File: src/rtl/alu_share_arbiter.sv
// alu_share_arbiter: shares one external combinational ALU between two
// requesters. Round-robin arbitration on ties, operands and funct are
// registered toward the ALU, and the ALU result is captured and held on the
// winner's response channel until that requester accepts it.
module alu_share_arbiter #(
    parameter int DATA_W    = 32,
    parameter int FUNCT_W   = 6,
    parameter bit PRIO_INIT = 1'b0
) (
    input  logic               clk,
    input  logic               reset,
    input  logic               req0_valid,
    output logic               req0_ready,
    input  logic [DATA_W-1:0]  req0_a,
    input  logic [DATA_W-1:0]  req0_b,
    input  logic [FUNCT_W-1:0] req0_funct,
    input  logic               req1_valid,
    output logic               req1_ready,
    input  logic [DATA_W-1:0]  req1_a,
    input  logic [DATA_W-1:0]  req1_b,
    input  logic [FUNCT_W-1:0] req1_funct,
    output logic               rsp0_valid,
    input  logic               rsp0_ready,
    output logic [DATA_W-1:0]  rsp0_data,
    output logic               rsp0_err,
    output logic               rsp1_valid,
    input  logic               rsp1_ready,
    output logic [DATA_W-1:0]  rsp1_data,
    output logic               rsp1_err,
    output logic [DATA_W-1:0]  alu_dataA,
    output logic [DATA_W-1:0]  alu_dataB,
    output logic [FUNCT_W-1:0] alu_Signal,
    input  logic [DATA_W-1:0]  alu_dataOut
);

    localparam logic [FUNCT_W-1:0] FN_ADD = FUNCT_W'(32);
    localparam logic [FUNCT_W-1:0] FN_SUB = FUNCT_W'(34);
    localparam logic [FUNCT_W-1:0] FN_AND = FUNCT_W'(36);
    localparam logic [FUNCT_W-1:0] FN_OR  = FUNCT_W'(37);
    localparam logic [FUNCT_W-1:0] FN_SLT = FUNCT_W'(42);

    typedef enum logic [1:0] {
        IDLE  = 2'd0,
        ISSUE = 2'd1,
        RESP  = 2'd2
    } state_t;

    state_t              state_reg;
    logic                prio_reg;    // requester that wins the next tie
    logic                owner_reg;   // requester owning the in-flight op
    logic [DATA_W-1:0]   alu_a_reg;
    logic [DATA_W-1:0]   alu_b_reg;
    logic [FUNCT_W-1:0]  alu_funct_reg;
    logic [1:0]          rsp_valid_reg;
    logic [1:0]          rsp_err_reg;
    logic [DATA_W-1:0]   rsp_data_reg [2];

    logic [1:0]          req_valid;
    logic [1:0]          req_ready;
    logic [1:0]          rsp_ready;
    logic [1:0]          grant;
    logic                funct_legal;
    logic [DATA_W-1:0]   sel_a;
    logic [DATA_W-1:0]   sel_b;
    logic [FUNCT_W-1:0]  sel_funct;

    assign req_valid = {req1_valid, req0_valid};
    assign rsp_ready = {rsp1_ready, rsp0_ready};

    genvar gi;
    generate
        for (gi = 0; gi < 2; gi++) begin : g_req
            // A requester wins when it is alone, or on a tie when the pointer names it
            assign grant[gi]     = req_valid[gi] & (~req_valid[1-gi] | (prio_reg == 1'(gi)));
            assign req_ready[gi] = (state_reg == IDLE) & grant[gi];
        end
    endgenerate

    assign req0_ready = req_ready[0];
    assign req1_ready = req_ready[1];

    // Operand select follows the grant; only one grant bit can be set
    assign sel_a     = grant[1] ? req1_a     : req0_a;
    assign sel_b     = grant[1] ? req1_b     : req0_b;
    assign sel_funct = grant[1] ? req1_funct : req0_funct;

    assign alu_dataA  = alu_a_reg;
    assign alu_dataB  = alu_b_reg;
    assign alu_Signal = alu_funct_reg;

    assign rsp0_valid = rsp_valid_reg[0];
    assign rsp0_data  = rsp_data_reg[0];
    assign rsp0_err   = rsp_err_reg[0];
    assign rsp1_valid = rsp_valid_reg[1];
    assign rsp1_data  = rsp_data_reg[1];
    assign rsp1_err   = rsp_err_reg[1];

    // Decode whether the registered funct is one the ALU implements
    always_comb begin
        funct_legal = 1'b0;
        case (alu_funct_reg)
            FN_ADD, FN_SUB, FN_AND, FN_OR, FN_SLT: funct_legal = 1'b1;
            default:                               funct_legal = 1'b0;
        endcase
    end

    // Sequencer: accept in IDLE, let the ALU settle in ISSUE, hold result in RESP
    always_ff @(posedge clk) begin
        if (reset) begin
            state_reg     <= IDLE;
            prio_reg      <= PRIO_INIT;
            owner_reg     <= 1'b0;
            alu_a_reg     <= '0;
            alu_b_reg     <= '0;
            alu_funct_reg <= '0;
            rsp_valid_reg <= '0;
            rsp_err_reg   <= '0;
            rsp_data_reg  <= '{default: '0};
        end else begin
            case (state_reg)
                IDLE: begin
                    if (grant != 2'b00) begin
                        alu_a_reg     <= sel_a;
                        alu_b_reg     <= sel_b;
                        alu_funct_reg <= sel_funct;
                        owner_reg     <= grant[1];
                        // the loser of this grant wins the next tie
                        prio_reg      <= ~grant[1];
                        state_reg     <= ISSUE;
                    end
                end
                ISSUE: begin
                    rsp_valid_reg[owner_reg] <= 1'b1;
                    rsp_data_reg[owner_reg]  <= funct_legal ? alu_dataOut : '0;
                    rsp_err_reg[owner_reg]   <= ~funct_legal;
                    state_reg                <= RESP;
                end
                RESP: begin
                    if (rsp_ready[owner_reg]) begin
                        rsp_valid_reg[owner_reg] <= 1'b0;
                        state_reg                <= IDLE;
                    end
                end
                default: state_reg <= IDLE;
            endcase
        end
    end

endmodule

File: config.mk
export PLATFORM = sky130hd
export DESIGN_NAME = alu_share_arbiter
export DESIGN_NICKNAME = d
export VERILOG_FILES = /design/src/rtl/alu_share_arbiter.sv
export SDC_FILE = /design/constraint.sdc
export NUM_CORES = 1
export LEC_CHECK = 0
export CELL_PAD_IN_SITES_DETAIL_PLACEMENT = 2
export CELL_PAD_IN_SITES_GLOBAL_PLACEMENT = 2
export CORE_MARGIN = 2
export CORE_UTILIZATION = 20
export DETAILED_ROUTE_END_ITERATION = 8
export HOLD_SLACK_MARGIN = 0.03
export PLACE_DENSITY = 0.71
export SLEW_MARGIN = 10
export SYNTH_ARGS = -nofsm -noshare
export SYNTH_HDL_FRONTEND = slang
export SYNTH_SLANG_ARGS = --single-unit
File: constraint.sdc
create_clock -name clk -period 1.45 [get_ports clk]
set_input_delay 0.2175 -clock clk [delete_from_list [all_inputs] [get_ports clk]]
set_output_delay 0.2175 -clock clk [all_outputs]
set_load 0.1 [all_outputs]
After elaboration in Yosys (flattened, before gate mapping)
Cells that the tools add are included.
- register bits after elaboration: 142
- latch bits: 0
- RAM bits: 0
- bits in read-only memories: 0
- input port bits: 178
- output and inout bits: 140
- word-level logic and storage cells: 65
- memories: 0
- add/subtract/negate cells: 0
- $mul: 0
- div/mod/pow operators: 0
- $lt $le $gt $ge: 4
- eq/ne operators: 9
- shift-type cells: 0
- multiplexer cells: 18
- bitwise gates (word level): 15
- reduce and logical (&&, ||, !) cells: 9
- operator list (kind ; count):
    2-to-1 mux 32 bit ; 4
    bitwise mux 64 bit ; 1
    demux 32 bit (select 1 bit) ; 1
    equality test 6 bit (second input constant) ; 5
    2-to-1 mux 2 bit ; 3
    2-to-1 mux 6 bit ; 1
    case mux 2 bit (3 select lines) ; 1
    AND reduction 2 bit ; 3
    inverter 1 bit ; 5
    OR reduction 5 bit ; 1
    bitwise AND 1 bit ; 4
    2-to-1 mux 1 bit ; 4
    case mux 2 bit (2 select lines) ; 1
    nonzero test 2 bit ; 2
    bitwise AND 2 bit ; 1
    bitwise mux 2 bit ; 1
    equality test 2 x 1 -> 1 bit (second input constant) ; 1
    equality test 2 bit (second input constant) ; 1
    >= comparator 2 bit (second input constant) ; 1
    logical AND 1 bit ; 2
    zero test 2 bit ; 1
    less-than comparator 1 x 2 -> 1 bit (second input constant) ; 1
    less-than comparator 2 x 1 -> 1 bit (second input constant) ; 1
    inequality test 2 x 1 -> 1 bit (second input constant) ; 1
    other kinds (7) ; 8

Depth between registers and ports, before layout
Gate-level depths: netlist of the first run.
- word-level depth: 8
- mapped depth: 6
- gate-level depth less buffers: 3

Worst setup path after synthesis of the first run
Ideal clock, no wire load.
- path kind: register to register
- from: register state_reg[1]
- to: register owner_reg
- library setup time: 63 ps
- data arrival time: 2331 ps
- data required time: 1387 ps
- slack: -944 ps
- stages on the path, launching flop included: 6
- buffers on the path: 2
- period minus slack after synthesis: 2394 ps
- cell sequence: dfxtp_1 buf_2 or2_1 buf_4 nor3_2 o21a_1
- word-level cells in the longest chain between the ends: 2
- RTL lines (what ; line ; RTL):
    start: declaration ; 48 ; state_t state_reg;
    start signal: assignment ; 110 ; state_reg <= IDLE;
    start signal: assignment ; 129 ; state_reg <= ISSUE;
    start signal: assignment ; 136 ; state_reg <= RESP;
    zero test 2 bit ; 120 ; case (state_reg)
    AND reduction 2 bit (no source line) ; n/a ;
    end signal: assignment ; 126 ; owner_reg <= grant[1];
    end: declaration ; 50 ; logic owner_reg;
No other way between the ends.
A chain may end at the register's enable or synchronous reset.

Worst setup path in the final report of the first run
- from: register state_reg[1]
- to: register rsp_data_reg, in the netlist rsp0_data[0]
- word-level cells in the longest chain between the ends: 1
- RTL lines (what ; line ; RTL):
    equality test 2 x 1 -> 1 bit ; 120 ;
    end signal: indexed assignment ; 134 ; rsp_data_reg[owner_reg] <= funct_legal ? alu_dataOut : '0;
    end: declaration ; 56 ; logic [DATA_W-1:0] rsp_data_reg [2];
No other way between the ends.

==> out/results.ini, run 1 <==
[routing]
drt-pass1-iter-count=4
drt_iter0_markers=348
vias=8431
wl_mm=40.5
drcViolationCount=0
post_drt_wl_per_cell_um=24.7
routed_via_density=5.15
ant_nets=0

[timing]
slew_headroom_pct=65.7
fmax_mhz=582
min_period_over_period_pct=118
min_period_ns=1.72
hold_viol=0
setup_tns_ns=-15.43
setup_violations=136
clock_skew_ns=0.0171
finalMaxSlewViolations=0
setup_slack_ns=-0.268
worst_pin_slew_ns=0.514
rsz0062_at_grt=true

[die]
initial_utilization_pct=20.2
ioPinCount=318
die_h_um=190
std_cell_rows=68
dieArea_sq_um=36200
die_x_um=190
core_sq_um=34400

[logic_synthesis]
syn_nets=1016
syn_avg_cell_area_sq_um=8.29
ys_warn_count=0
synth.distinct_cells=35
yosys_register_bits=142
yosysSeqAreaShare_pct=40.9
synthCells=838
syn_area_sq_um=6950

[cells_and_area]
utilization_pct=42.3
mostFrequentLayoutCells=buf_12 (178), clkdlybuf4s50_1 (174), dfxtp_1 (132)
synthToLayoutAreaGrowth_pct=109
final_common_cell=buf_12
drive_above_1_share_pct=34.4
nNetsFinal=1346
fillCellCount=3523

[grt]
gr-usage-met2_pct=35.8
grt_usage_pct=20.0
grt-ovfl-total=0
grt_max_degree=63
grt_pass1_vias=9036
busiest_layer=met2
grt_use_met3_pct=7.12
antenna_found_initial=2
grt_util_met1_pct=22.6
grt_pass1_wl_mm=55.3

[clock_network]
cts_sinks=142
clk_pin_slew_ns=0.07
cts_hold_buf=0
clk_latency_ns=0.44
htree_levels=4
cts_tree=built
cts_buffers=17
cts_root_buffer=clkbuf_16
cts_buffer_depth=2

[power_and_ir_drop]
power_switching_share_pct=39.1
power.internal_uw=9390
clkPwrFrac_pct=28.7
leakagePower_uw=0.00514
seqPwrFrac_pct=29.0
pwr-share-comb_pct=42.2
vdd_drop_max_mv=0.768
p_sw_uw=6030
power_density_nw_per_um2=1060

[placed_design]
io_buffers=317
place.gp.congestion=0.766
dpl.hpwl_mm=24.9

[setup_path]
crit_path_frequent_cell=buf_12
critPathMaxFanout=8
cp.required_ns=1.82
critPathArrivalTime_ns=2.08
crit_chain=buf_4 -> buf_8 -> buf_12 -> buf_12 -> buf_6 -> nor4bb_2 -> nand4_1 -> a21oi_1
slowest_stage=dfxtp_4
end_kind=register
cpPeakStageDelay_ns=0.36
path_class=register to register
reg2reg_setup_slack_ns=-0.27
startpoint_type=register

[outcome]
status=finished, violations left
violations=negative setup slack

[min_path]
holdCritPathClass=input pin to register

[job]
maxCapViolations=0

-- repair_timing --
action / CTS / global route
setup buffers: 11 / 18
pin swaps: 18 / 199
gates resized for setup: 49 / 121
cloned: 4 / 16
setup endpoints to repair: 13 / 80
-- logic make-up (layout without fill, tap and decap cells) --
kind of cell,Yosys count,in the layout,share of synthesized area (%)
simple gates,324,324,29.4
compound gates,246,246,21.3
flops,142,142,40.9
buf+inv,125,468,8.21
mux,1,1,0.144
other cells,0,1,0
-- per-layer routing --
| layer | wire length, um | up-vias |
|---|---|---|
| li1 | - | 3867 |
| met2 | 21000 | 288 |
| met5 | 12 | - |
| met1 | 15600 | 4237 |
| met3 | 2940 | 37 |
| met4 | 912 | 2 |
-- synthesized netlist by cell type, drive strengths merged --
cell,instances,area (sq um)
dfxtp,142,2840
nand4,107,669
a21oi,96,480
o21ai,72,360
nand3,71,355
clkbuf,68,255
nand2,66,248
buf,51,293
a31oi,43,269
and4b,32,320
nor4bb,32,320
a311oi,27,293
inv,6,22.5
nand2b,5,31.3
a211oi,3,35.0
nor2,3,42.5
nor2b,2,12.5
nor3,2,15.0
o211a,2,20.0
or2,2,12.5
mux2i,1,10.0
nand3b,1,7.51
o2111ai,1,8.76
o21a,1,7.51
o31ai,1,7.51
or3b,1,8.76
-- path summary, 6_finish.rpt --
| kind | endpoint | from | cells after the start |
|---|---|---|---|
| worst min register to register | rsp0_data[16] | rsp0_data[16] | 2 |
| worst max-delay path | rsp0_data[0] | state_reg[1] | 8 |
| worst max register to register | rsp0_data[0] | state_reg[1] | 8 |
| worst min-delay path | prio_reg | req0_valid | 3 |
-- cell type report --
type                    instances  area, sq um  share of cell area [%]
repair buffers                430         6290                    43.2
multi-input cells             571         4230                    29.0
flip-flops and latches        142         2870                    19.7
well taps                     455          569                    3.91
clock buffers                  19          443                    3.04
clock inverters                13          128                   0.877
inverters                       6         26.3                   0.181
diodes                          1         2.50                  0.0172
-- metrics by stage --
step | instances | hold WS (ns) | total power, uW | cell area [sq um] | setup slack, ns
floorplan | 838 | 0.384 | 7510 | 7000 | -0.329
global placement | 1557 | 0.479 | 9910 | 12400 | 0.00998
detailed placement | 1557 | 0.484 | 10000 | 12400 | -0.0664
CTS | 1604 | 0.144 | 14800 | 13400 | -0.306
global route | 1637 | 0.152 | 16000 | 14500 | -0.344
finish | 1637 | 0.152 | 15400 | 14500 | -0.268
-- critical path: cells and delay by family, from the launching register on --
family | cells | cell delay (ns)
DFF | 1 | 0.36
AOI/OAI and AO/OA | 1 | 0.15
buffers and inverters | 5 | 0.65
and+or+nand+nor | 2 | 0.50
-- power by group through the flow --
stage,Sequential [uW],Clock [uW],Combinational [uW]
2_1_floorplan,6110,0,1400
3_3_place_gp,4550,0,5360
3_5_place_dp,4560,0,5440
4_1_cts,4470,4530,5750
5_1_grt,4510,4710,6770
6_report,4480,4430,6510
No activity file was read; power rests on OpenSTA's default activity.
==> run 2, diff against run 1 <==
--- a/config.mk
+++ b/config.mk
@@ -16,3 +16,4 @@
 export SYNTH_ARGS = -nofsm -noshare
 export SYNTH_HDL_FRONTEND = slang
 export SYNTH_SLANG_ARGS = --single-unit
+export TNS_END_PERCENT = 10
==> run 2 against run 1 <==
  * Final area decreased by 7.6%
  * Sequential power about the same
  * Wire length shrank 12%
  * Sequential share of layout area increased by 1.6 points
  * Die area is the same
  * The run still ends with negative setup slack left
  * Clock skew shrank 0.0026 ns
  * Setup slack better by 0.021 ns
  * Flip-flop and latch count unchanged
  * Final cell count fell by 2.7%
  * Combinational power is 13% lower
  * Non-clock buffer count fell by 43
==> out/results.ini, run 2 (synthesis results as in run 1) <==
[outcome]
status=finished, violations left  ; unchanged
violations=negative setup slack  ; unchanged

[cells_and_area]
drive_above_1_share_pct=28.1  ; was 34.4%
instances_no_fill=1593  ; was 1637
synthToLayoutAreaGrowth_pct=93.6  ; was 109%
num_antenna_cells=0  ; was 1
mostFrequentLayoutCells=clkdlybuf4s50_1 (174), buf_12 (174), dfxtp_1 (132)  ; was buf_12 (178), clkdlybuf4s50_1 (174), dfxtp_1 (132)
fillCellCount=3644  ; was 3523
nNetsFinal=1303  ; was 1346

[clock_network]
htree_levels=4  ; unchanged
cts_buffers=17  ; unchanged
cts_buffer_depth=2  ; unchanged
cts_sinks=142  ; unchanged
cts_tree=built  ; unchanged
clk_latency_ns=0.44  ; about the same
cts_root_buffer=clkbuf_16  ; unchanged
clk_pin_slew_ns=0.07  ; about the same

[timing]
finalMaxSlewViolations=0  ; unchanged
hold_viol=0  ; unchanged
min_period_ns=1.70  ; was 1.72 ns
worst_pin_slew_ns=0.513  ; was 0.514 ns
slew_headroom_pct=65.8  ; was 65.7%
setup_tns_ns=-0.728  ; was -15.43 ns
min_period_over_period_pct=117  ; was 118%
setup_slack_ns=-0.247  ; was -0.268 ns
fmax_mhz=589  ; was 582 MHz
setup_violations=11  ; was 136
rsz0062_at_grt=true  ; unchanged
clock_skew_ns=0.0145  ; was 0.0171 ns

[power_and_ir_drop]
power_density_nw_per_um2=1080  ; was 1060 nW/um^2
vdd_drop_max_mv=0.845  ; was 0.768 mV
leakagePower_uw=0.00469  ; was 0.00514 uW

[routing]
routed_via_density=5.10  ; was 5.15
post_drt_wl_per_cell_um=22.3  ; was 24.7 um
drcViolationCount=0  ; unchanged
drt-pass1-iter-count=4  ; unchanged
ant_nets=0  ; unchanged
drt_iter0_markers=295  ; was 348
vias=8119  ; was 8431
wl_mm=35.6  ; was 40.5 mm

[grt]
grt_pass1_vias=8892  ; was 9036
grt_pass1_wl_mm=53.9  ; was 55.3 mm
antenna_found_initial=1  ; was 2
grt_usage_pct=19.4  ; was 20.0%
grt-ovfl-total=0  ; unchanged
grt_max_degree=48  ; was 63

[die]
std_cell_rows=68  ; unchanged
ioPinCount=318  ; unchanged
core_sq_um=34400  ; unchanged
die_x_um=190  ; unchanged
dieArea_sq_um=36200  ; unchanged
initial_utilization_pct=20.2  ; unchanged
die_h_um=190  ; unchanged

[job]
maxCapViolations=0  ; unchanged

[placed_design]
place_inst=1554  ; was 1557
place.gp.congestion=0.778  ; was 0.766
io_buffers=317  ; unchanged
dpl.hpwl_mm=25.3  ; was 24.9 mm

[setup_path]
cp.required_ns=1.23  ; was 1.82 ns
path_class=register to primary output  ; was register to register
critPathMaxFanout=3  ; was 8
end_kind=primary output  ; was register
critPathArrivalTime_ns=1.48  ; was 2.08 ns
startpoint_type=register  ; unchanged

[min_path]
holdCritPathClass=input pin to register  ; unchanged

==> run 2: changes by cell type in the layout (fill, tap and decap cells not counted), sizes merged <==
cell | before | now
clkbuf | 31 | 17
inv | 11 | 13
buf | 243 | 213
bufinv | 1 | 0
bufbuf | 1 | 0
diode | 1 | 0
clkinv | 3 | 5
clkinvlp | 4 | 3
==> run 2: timing repair <==
item / 4_1_cts / 5_1_grt
endpoints found under the setup margin: 42 / 106
buffers inserted: 5 / 2
resized for setup: 31 / 49
pin swaps: 12 / 45
cloned: 0 / 0
hold endpoints to repair: 0 / 0
hold buffers: 0 / 0
==> run 2: worst paths after layout <==
kind	cells past startpoint	start	to	slack, ns
worst min-delay path	3	req0_valid	prio_reg	0.18
worst min register to register	2	rsp1_data[5]	rsp1_data[5]	0.49
worst max register to register	6	state_reg[1]	rsp0_data[2]	-0.09
worst max-delay path	3	state_reg[1]	req1_ready	-0.25
==> run 2: layout make-up <==
class | count | area (sq um) | share of cell area (%)
tap | 455 | 569 | 4.23
clock buffer | 17 | 425 | 3.16
multi-input combinational | 571 | 3890 | 28.9
clock inverter | 15 | 126 | 0.940
inverter | 6 | 26.3 | 0.195
timing repair buffer | 387 | 5540 | 41.2
sequential | 142 | 2870 | 21.3
==> run 2: routing by layer <==
metal  track usage, %  routed length [um]  vias to the layer above
met5                0                  13                        -
met4             5.61                 752                        2
met3             5.72                2390                       36
met2             34.1               17900                      254
met1             22.7               14500                     4046
li1                 -                   -                     3781
==> run 2: power breakdown <==
| part | internal (uW) | switching, uW |
|---|---|---|
| registers | 4160 | 311 |
| logic | 2290 | 3400 |
| clock network | 2250 | 2080 |
| total | 8700 | 5790 |
==> run 2: critical path, cell delays in order, from the launching register on <==
cell and delay, ns:
dfxtp_4 0.36, or2_4 0.27, nor3_4 0.18, buf_12 0.21
==> run 2: per-stage QoR <==
| step | instance area, sq um | utilization (%) | total power (uW) | hold WS, ns | worst slack (ns) |
|---|---|---|---|---|---|
| after global placement | 12400 | 36.2 | 10000 | 0.480 | 0.0161 |
| after floorplan | 6990 | - | 7500 | 0.384 | -0.329 |
| after CTS | 13200 | 38.3 | 14500 | 0.151 | -0.336 |
| after global routing | 13500 | 39.1 | 15100 | 0.189 | -0.304 |
| final | 13500 | 39.1 | 14500 | 0.180 | -0.247 |
| after detailed placement | 12400 | 36.2 | 10100 | 0.486 | -0.0878 |
